<file path="config.mk">
export PLATFORM = sky130hd
export DESIGN_NAME = pwm_led_dimmer
export DESIGN_NICKNAME = d
export VERILOG_FILES = /design/src/rtl/pwm_led_dimmer.sv
export SDC_FILE = /design/constraint.sdc
export NUM_CORES = 1
export LEC_CHECK = 0
export CORE_MARGIN = 1.5
export CORE_UTILIZATION = 57
export CTS_CLUSTER_DIAMETER = 60
export DETAILED_ROUTE_END_ITERATION = 7
export PLACE_DENSITY = 0.8
export SYNTH_ARGS = -nofsm -noshare
export SYNTH_HDL_FRONTEND = slang
export SYNTH_SLANG_ARGS = --single-unit
</file>
<file path="constraint.sdc">
create_clock -name clk -period 2 [get_ports clk]
set_input_delay 0.6 -clock clk [delete_from_list [all_inputs] [get_ports clk]]
set_output_delay 0.6 -clock clk [all_outputs]
set_load 0.01 [all_outputs]
</file>
<file path="src/rtl/pwm_led_dimmer.sv">
// -----------------------------------------------------------------------------
// pwm_led_dimmer
//
// Multi-channel PWM LED dimmer controlled by three pushbuttons. Each raw button
// is synchronised, debounced and edge-detected into a single-cycle press
// pulse. Up/down presses step the selected channel's duty register, with
// saturation at both ends. The select press advances to the next channel. The
// PWM generator latches new duties only at the start of a period, so no runt
// or partial periods ever appear on the LED pins.
//
// Ports:
//   clk       board clock, the only clock
//   rst_n     synchronous active-low reset
//   btn_up    raw async button, raises the duty of the selected channel
//   btn_down  raw async button, lowers the duty of the selected channel
//   btn_sel   raw async button, advances the selected channel (wraps to 0)
//   led       registered PWM outputs, one bit per channel
//   led_ref   constant 1, full-brightness reference LED
//   sel       index of the currently selected channel
// -----------------------------------------------------------------------------
module pwm_led_dimmer #(
    parameter  int WIDTH           = 8,
    parameter  int CHANNELS        = 4,
    parameter  int STEP            = 16,
    parameter  int PRESCALE        = 1,
    parameter  int DEBOUNCE_CYCLES = 500000,
    localparam int SEL_W           = (CHANNELS > 1) ? $clog2(CHANNELS) : 1
) (
    input  logic                clk,
    input  logic                rst_n,
    input  logic                btn_up,
    input  logic                btn_down,
    input  logic                btn_sel,
    output logic [CHANNELS-1:0] led,
    output logic                led_ref,
    output logic [SEL_W-1:0]    sel
);

    // Button lane indices within the packed button vectors.
    localparam int NBTN    = 3;
    localparam int BTN_UP  = 0;
    localparam int BTN_DN  = 1;
    localparam int BTN_SEL = 2;

    localparam int DB_W = (DEBOUNCE_CYCLES > 1) ? $clog2(DEBOUNCE_CYCLES) : 1;
    localparam int PS_W = (PRESCALE > 1) ? $clog2(PRESCALE) : 1;

    localparam logic [DB_W-1:0]  DB_LAST  = DB_W'(DEBOUNCE_CYCLES - 1);
    localparam logic [PS_W-1:0]  PS_LAST  = PS_W'(PRESCALE - 1);
    localparam logic [WIDTH:0]   DUTY_MAX = {1'b0, {WIDTH{1'b1}}};
    localparam logic [WIDTH:0]   STEP_WIDE = (WIDTH + 1)'(STEP);
    localparam logic [WIDTH-1:0] STEP_NAR  = WIDTH'(STEP);
    localparam logic [SEL_W-1:0] SEL_LAST  = SEL_W'(CHANNELS - 1);

    // -------------------------------------------------------------------------
    // Input conditioning: 2-flop synchroniser, debounce counter, rising-edge
    // detector on the debounced level.
    // -------------------------------------------------------------------------
    logic [NBTN-1:0] btn_raw;
    logic [NBTN-1:0] sync1;
    logic [NBTN-1:0] sync2;
    logic [NBTN-1:0] stable;
    logic [NBTN-1:0] stable_d;
    logic [NBTN-1:0] press;
    logic [DB_W-1:0] db_cnt [NBTN];

    assign btn_raw = {btn_sel, btn_down, btn_up};

    always_ff @(posedge clk) begin
        if (!rst_n) begin
            sync1    <= '0;
            sync2    <= '0;
            stable   <= '0;
            stable_d <= '0;
            press    <= '0;
            for (int b = 0; b < NBTN; b++) begin
                db_cnt[b] <= '0;
            end
        end else begin
            // NOTE: non-blocking assignments let every flop sample the value
            // from before this edge, which is what makes sync1 -> sync2 a real
            // two-stage chain instead of a single wire.
            sync1    <= btn_raw;
            sync2    <= sync1;
            stable_d <= stable;
            // Only a 0->1 change of the debounced level is a press; releases
            // and held levels produce nothing, so there is no auto-repeat.
            press    <= stable & ~stable_d;
            for (int b = 0; b < NBTN; b++) begin
                if (sync2[b] == stable[b]) begin
                    db_cnt[b] <= '0;
                end else if (db_cnt[b] == DB_LAST) begin
                    stable[b] <= ~stable[b];
                    db_cnt[b] <= '0;
                end else begin
                    db_cnt[b] <= db_cnt[b] + DB_W'(1);
                end
            end
        end
    end

    // -------------------------------------------------------------------------
    // Saturating duty arithmetic. The up sum is formed one bit wider so that
    // an overflow is visible and clamped rather than wrapping.
    // -------------------------------------------------------------------------
    function automatic logic [WIDTH-1:0] sat_up(input logic [WIDTH-1:0] d);
        logic [WIDTH:0] sum;
        sum = {1'b0, d} + STEP_WIDE;
        return (sum > DUTY_MAX) ? {WIDTH{1'b1}} : sum[WIDTH-1:0];
    endfunction

    function automatic logic [WIDTH-1:0] sat_down(input logic [WIDTH-1:0] d);
        return (d >= STEP_NAR) ? d - STEP_NAR : '0;
    endfunction

    // -------------------------------------------------------------------------
    // Channel select and duty registers. An up/down press that coincides with
    // a select press still targets the channel selected before the edge.
    // -------------------------------------------------------------------------
    logic [WIDTH-1:0] duty_next [CHANNELS];

    always_ff @(posedge clk) begin
        if (!rst_n) begin
            sel <= '0;
            // NOTE: the duty array is a handful of flops, not a RAM, so it is
            // cleared like any other register to give a defined dark start-up.
            for (int i = 0; i < CHANNELS; i++) begin
                duty_next[i] <= '0;
            end
        end else begin
            if (press[BTN_SEL]) begin
                sel <= (sel == SEL_LAST) ? '0 : sel + SEL_W'(1);
            end
            for (int i = 0; i < CHANNELS; i++) begin
                if (SEL_W'(i) == sel) begin
                    // Up and down together cancel out.
                    if (press[BTN_UP] && !press[BTN_DN]) begin
                        duty_next[i] <= sat_up(duty_next[i]);
                    end else if (press[BTN_DN] && !press[BTN_UP]) begin
                        duty_next[i] <= sat_down(duty_next[i]);
                    end
                end
            end
        end
    end

    // -------------------------------------------------------------------------
    // PWM generation: prescaler -> tick -> period counter. Active duties are
    // reloaded only on the tick that wraps pwm_cnt back to 0.
    // -------------------------------------------------------------------------
    logic [PS_W-1:0]  presc;
    logic             tick;
    logic             wrap;
    logic [WIDTH-1:0] pwm_cnt;
    logic [WIDTH-1:0] duty_act [CHANNELS];

    assign tick = (presc == PS_LAST);
    assign wrap = tick && (pwm_cnt == {WIDTH{1'b1}});

    always_ff @(posedge clk) begin
        if (!rst_n) begin
            presc   <= '0;
            pwm_cnt <= '0;
            led     <= '0;
            for (int i = 0; i < CHANNELS; i++) begin
                duty_act[i] <= '0;
            end
        end else begin
            presc <= tick ? '0 : presc + PS_W'(1);
            if (tick) begin
                pwm_cnt <= pwm_cnt + WIDTH'(1);
            end
            for (int i = 0; i < CHANNELS; i++) begin
                if (wrap) begin
                    duty_act[i] <= duty_next[i];
                end
                // Registered compare: led lags pwm_cnt by one cycle.
                led[i] <= (pwm_cnt < duty_act[i]);
            end
        end
    end

    assign led_ref = 1'b1;

endmodule
</file>
==> reports/summary.json, run 1 <==
{
  "run_status": {"value": "finished clean"},
  "preCtsSetupSlack": {"value": -0.315, "unit": "ns"},
  "setup_viol": {"value": 0},
  "avgViaCountPerCell": {"value": 5.45},
  "drt-initial-drc-count": {"value": 377},
  "initial_core_util": {"value": 0.586},
  "number_of_instances_in_the_synthesized_netlist": {"value": 686},
  "largest_net_degree_at_the_start_of_global_routing": {"value": 21},
  "layout.nets": {"value": 886},
  "gp_congestion": {"value": 0.827},
  "intPower": {"value": 4950, "unit": "uW"},
  "post-route-period-util": {"value": 0.996},
  "globalRoute.busiestLayer": {"value": "met2"},
  "cts_tree": {"value": "yes"},
  "critical-path-top-delay-family": {"value": "adder cells"},
  "core_region_area": {"value": 12000, "unit": "um^2"},
  "mappedNetlistArea": {"value": 7040, "unit": "um^2"},
  "finalHoldViolations": {"value": 0},
  "cts_htree_levels": {"value": 4},
  "post_synth.cell_area_avg": {"value": 10.3, "unit": "um^2"},
  "synth_seq_area_share": {"value": 0.499},
  "synth_top_area_frac": {"value": 0.414},
  "remaining_drc_errors": {"value": 0},
  "synth_edf_count": {"value": 97},
  "antenna_violations_before_repair": {"value": 0},
  "skew": {"value": 0.00844, "unit": "ns"},
  "setup.worst_path.end_class": {"value": "flip-flop"},
  "placed_area": {"value": 7970, "unit": "um^2"},
  "hold_startpoint": {"value": "stable_d[1]"},
  "yosys_warnings": {"value": 0},
  "width_of_the_die": {"value": 114, "unit": "um"},
  "worst_ir_drop_vdd": {"value": 0.687, "unit": "mV"},
  "crit_arrival": {"value": 2.10, "unit": "ns"},
  "first_pass_iters": {"value": 6},
  "grtUsageTotal": {"value": 0.235},
  "multi_input_comb_area": {"value": 3590, "unit": "um^2"},
  "worst-path-max-fanout": {"value": 4},
  "crit_chain": {"value": "inv_2 > buf_4 > ha_4 > nor4bb_4 > maj3_2 > nand2_4 > a222oi_1"},
  "total_leakage_power": {"value": 0.00368, "unit": "uW"},
  "fp.dieArea": {"value": 13000, "unit": "um^2"},
  "gr-usage-met2": {"value": 0.414},
  "crit_start": {"value": "duty_next[1][4]"},
  "synth_top_flop_cell": {"value": "sky130_fd_sc_hd__edfxtp_1"},
  "setup_repair_after_global_routing_missed_its_margin": {"value": "true"},
  "category_of_the_most_critical_setup_path": {"value": "flip-flop to flip-flop"},
  "critical_path.max_stage_delay": {"value": 0.38, "unit": "ns"},
  "ff_to_ff_start": {"value": "duty_next[1][4]"},
  "fraction_of_layout_instances_using_a_drive_strength_above_1": {"value": 0.162},
  "global_route.usage.met3": {"value": 0.0720},
  "clock_insertion_delay_worst_skew": {"value": 0.43, "unit": "ns"},
  "critical_path.startpoint_type": {"value": "flip-flop"},
  "p_seq_frac": {"value": 0.471},
  "cap_viol_max_count": {"value": 0},
  "switchingPower": {"value": 1470, "unit": "uW"},
  "globalRoute.totalOverflow": {"value": 0},
  "clk_path_buf_depth": {"value": 2},
  "grt.met1_usage": {"value": 0.269},
  "port_buffers": {"value": 10},
  "cell_accounting_for_the_most_synthesized_area": {"value": "sky130_fd_sc_hd__edfxtp_1"},
  "synth.distinct_cells": {"value": 56},
  "clockRootBuffer": {"value": "sky130_fd_sc_hd__clkbuf_16"},
  "cts_hold_bufs": {"value": 0},
  "holdWs": {"value": 0.375, "unit": "ns"},
  "async_flop_share": {"value": 0},
  "clockPowerShare": {"value": 0.461},
  "final.setup.worst_slack": {"value": 0.00865, "unit": "ns"},
  "grt_pass1_wl": {"value": 24100, "unit": "um"},
  "tritoncts.num_buffers": {"value": 17},
  "inserted_diodes": {"value": 0},
  "path_buf_inv": {"value": 2},
  "flow.area_growth_from_synthesis": {"value": 23.7, "unit": "%"},
  "via_count_of_the_first_global_routing_pass": {"value": 5393},
  "slew_viol_final": {"value": 0},
  "share_of_total_power_in_combinational_logic": {"value": 0.068},
  "dp.final_hpwl": {"value": 9990, "unit": "um"},
  "ff_latch_area": {"value": 3520, "unit": "um^2"},
  "routed_wirelength": {"value": 14200, "unit": "um"},
  "rows": {"value": 40},
  "p_per_area": {"value": 736, "unit": "nW/um^2"},
  "top_level_ports": {"value": 12},
  "finalCriticalPeriod": {"value": 1.99, "unit": "ns"},
  "fmax": {"value": 0.502, "unit": "GHz"},
  "clkSinkCount": {"value": 127},
  "routed-via-count": {"value": 5393},
  "wire_per_inst": {"value": 14.4, "unit": "um"},
  "worst_hold_path_type": {"value": "flip-flop to flip-flop"},
  "post-route-cell-area": {"value": 8710, "unit": "um^2"},
  "main_area_contributors_after_synthesis": {"value": "sky130_fd_sc_hd__edfxtp_1, sky130_fd_sc_hd__ha_1, sky130_fd_sc_hd__dfxtp_1"},
  "die_height": {"value": 114, "unit": "um"},
  "worst_ep_required_time": {"value": 2.11, "unit": "ns"},
  "clk_pin_slew": {"value": 0.06, "unit": "ns"},
  "count_of_state_elements_after_synthesis": {"value": 127},
  "postRouteAntennaNets": {"value": 0},
  "nFillCells": {"value": 817},
  "slowest_stage": {"value": "sky130_fd_sc_hd__edfxtp_1"},
  "netSwitchingFraction": {"value": 0.229}
}
[placed cells by master, fill, tap and decap left out, types with 3 or more instances in the layout]
| cell type | n |
|---|---|
| sky130_fd_sc_hd__nand3b_1 | 3 |
| sky130_fd_sc_hd__and4_1 | 5 |
| sky130_fd_sc_hd__nand3_1 | 43 |
| sky130_fd_sc_hd__nand2_1 | 47 |
| sky130_fd_sc_hd__a31oi_1 | 5 |
| sky130_fd_sc_hd__or3_1 | 4 |
| sky130_fd_sc_hd__nor3_1 | 21 |
| sky130_fd_sc_hd__xor2_1 | 37 |
| sky130_fd_sc_hd__clkdlybuf4s50_1 | 9 |
| sky130_fd_sc_hd__dfxtp_1 | 28 |
| sky130_fd_sc_hd__mux2i_1 | 8 |
| sky130_fd_sc_hd__inv_2 | 4 |
| sky130_fd_sc_hd__conb_1 | 59 |
| sky130_fd_sc_hd__a211o_1 | 5 |
| sky130_fd_sc_hd__and2_1 | 20 |
| sky130_fd_sc_hd__a21oi_1 | 16 |
| sky130_fd_sc_hd__xnor2_1 | 25 |
| sky130_fd_sc_hd__o22ai_1 | 4 |
| sky130_fd_sc_hd__ha_1 | 50 |
| sky130_fd_sc_hd__clkbuf_16 | 19 |
| sky130_fd_sc_hd__a21o_1 | 4 |
| sky130_fd_sc_hd__edfxtp_1 | 97 |
| sky130_fd_sc_hd__buf_4 | 72 |
| sky130_fd_sc_hd__and3_1 | 18 |
| sky130_fd_sc_hd__inv_4 | 3 |
| sky130_fd_sc_hd__nand2b_1 | 6 |
| sky130_fd_sc_hd__nor2_1 | 94 |
| sky130_fd_sc_hd__nor2b_1 | 7 |
| sky130_fd_sc_hd__nand4_1 | 11 |
| sky130_fd_sc_hd__o21ai_0 | 22 |
| sky130_fd_sc_hd__o2bb2ai_1 | 4 |
| sky130_fd_sc_hd__inv_1 | 35 |
[worst paths after layout]
check / to / slack, ns / cells after the start
worst min-delay path: press[1] / 0.38 / 1
worst min register to register: press[1] / 0.38 / 1
worst max register to register: duty_next[1][2] / 0.009 / 7
worst max-delay path: duty_next[1][2] / 0.009 / 7
[power by group through the flow]
stage                     clock network, uW  logic (uW)  registers, uW
after floorplan                           0         249           3060
after global placement                    0         382           3060
after detailed placement                  0         406           3070
after CTS                              3000         419           3020
after global routing                   3110         491           3030
final                                  2950         439           3020
[registers in the layout, indices dropped and copies added (netlist names)]
signal	flops
duty_act	20
stable_d	3
pwm_cnt	8
db_cnt	57
presc	1
sel	2
sync1	3
stable	3
duty_next	20
led	4
sync2	3
press	3
[worst register-to-register path: cells and delay by family, from the launching register on]
kind,cells,cell delay [ns]
buf+inv,2,0.21
fa+ha+maj,2,0.43
simple gates,2,0.34
flops,1,0.38
compound gates,1,0.32
[cell families after synthesis]
kind of cell / count (synthesis) / synth area share
compound gates: 72 / 0.0657
xor+xnor: 62 / 0.0771
fa+ha+maj: 55 / 0.0967
buf+inv: 58 / 0.0355
flops: 127 / 0.499
mux: 9 / 0.0130
other cells: 2 / 0.00107
simple gates: 301 / 0.212
[layer usage]
layer	wire length (um)	part of all wire	vias to the layer above
li1	-	-	2659
met1	6080	0.43	2572
met2	7260	0.51	124
met3	549	0.039	38
met4	309	0.022	0
met5	0	0	-
[cell usage after synthesis, drive strengths merged, types with 8 or more instances]
cell type  count
edfxtp        97
a21oi         16
dfxtp         30
xnor2         25
nand3         43
and3          19
nor2          94
nor3          23
ha            52
mux2i          8
xor2          37
nand4         11
o21ai         22
and2          20
clkbuf        10
buf            8
inv           39
nand2         50
[stage by stage]
| step | std cells | power [uW] | utilization | setup TNS, ns |
|---|---|---|---|---|
| 2_1_floorplan | 743 | 3310 | - | -0.0195 |
| 4_1_cts | 985 | 6430 | 0.717 | 0 |
| 3_3_place_gp | 948 | 3450 | 0.664 | -8.28 |
| 3_5_place_dp | 948 | 3480 | 0.664 | -12.61 |
| 6_report | 989 | 6410 | 0.725 | 0 |
| 5_1_grt | 989 | 6630 | 0.725 | -0.168 |
[what timing repair did]
| action | in CTS | in global routing |
|---|---|---|
| pin swaps | 2 | 7 |
| setup endpoints to repair | 11 | 58 |
| setup buffers | 5 | 4 |
| endpoints found under the hold margin | 0 | 0 |
| resized for setup | 8 | 15 |
[cell type report]
class,count,share of cell area
flip-flops and latches,127,0.404
multi-input cells,558,0.412
well taps,147,0.0211
clock inverters,10,0.00819
repair buffers,85,0.0797
clock buffers,22,0.0582
inverters,40,0.0172
Note: power is estimated with default switching activity, not from simulation.
==> inputs of run 2 (changes only) <==
Settings changed: GPL_ROUTABILITY_DRIVEN set to 1.
==> results of run 2 <==
Final layout, timing and power as in run 1 (identical DEF).
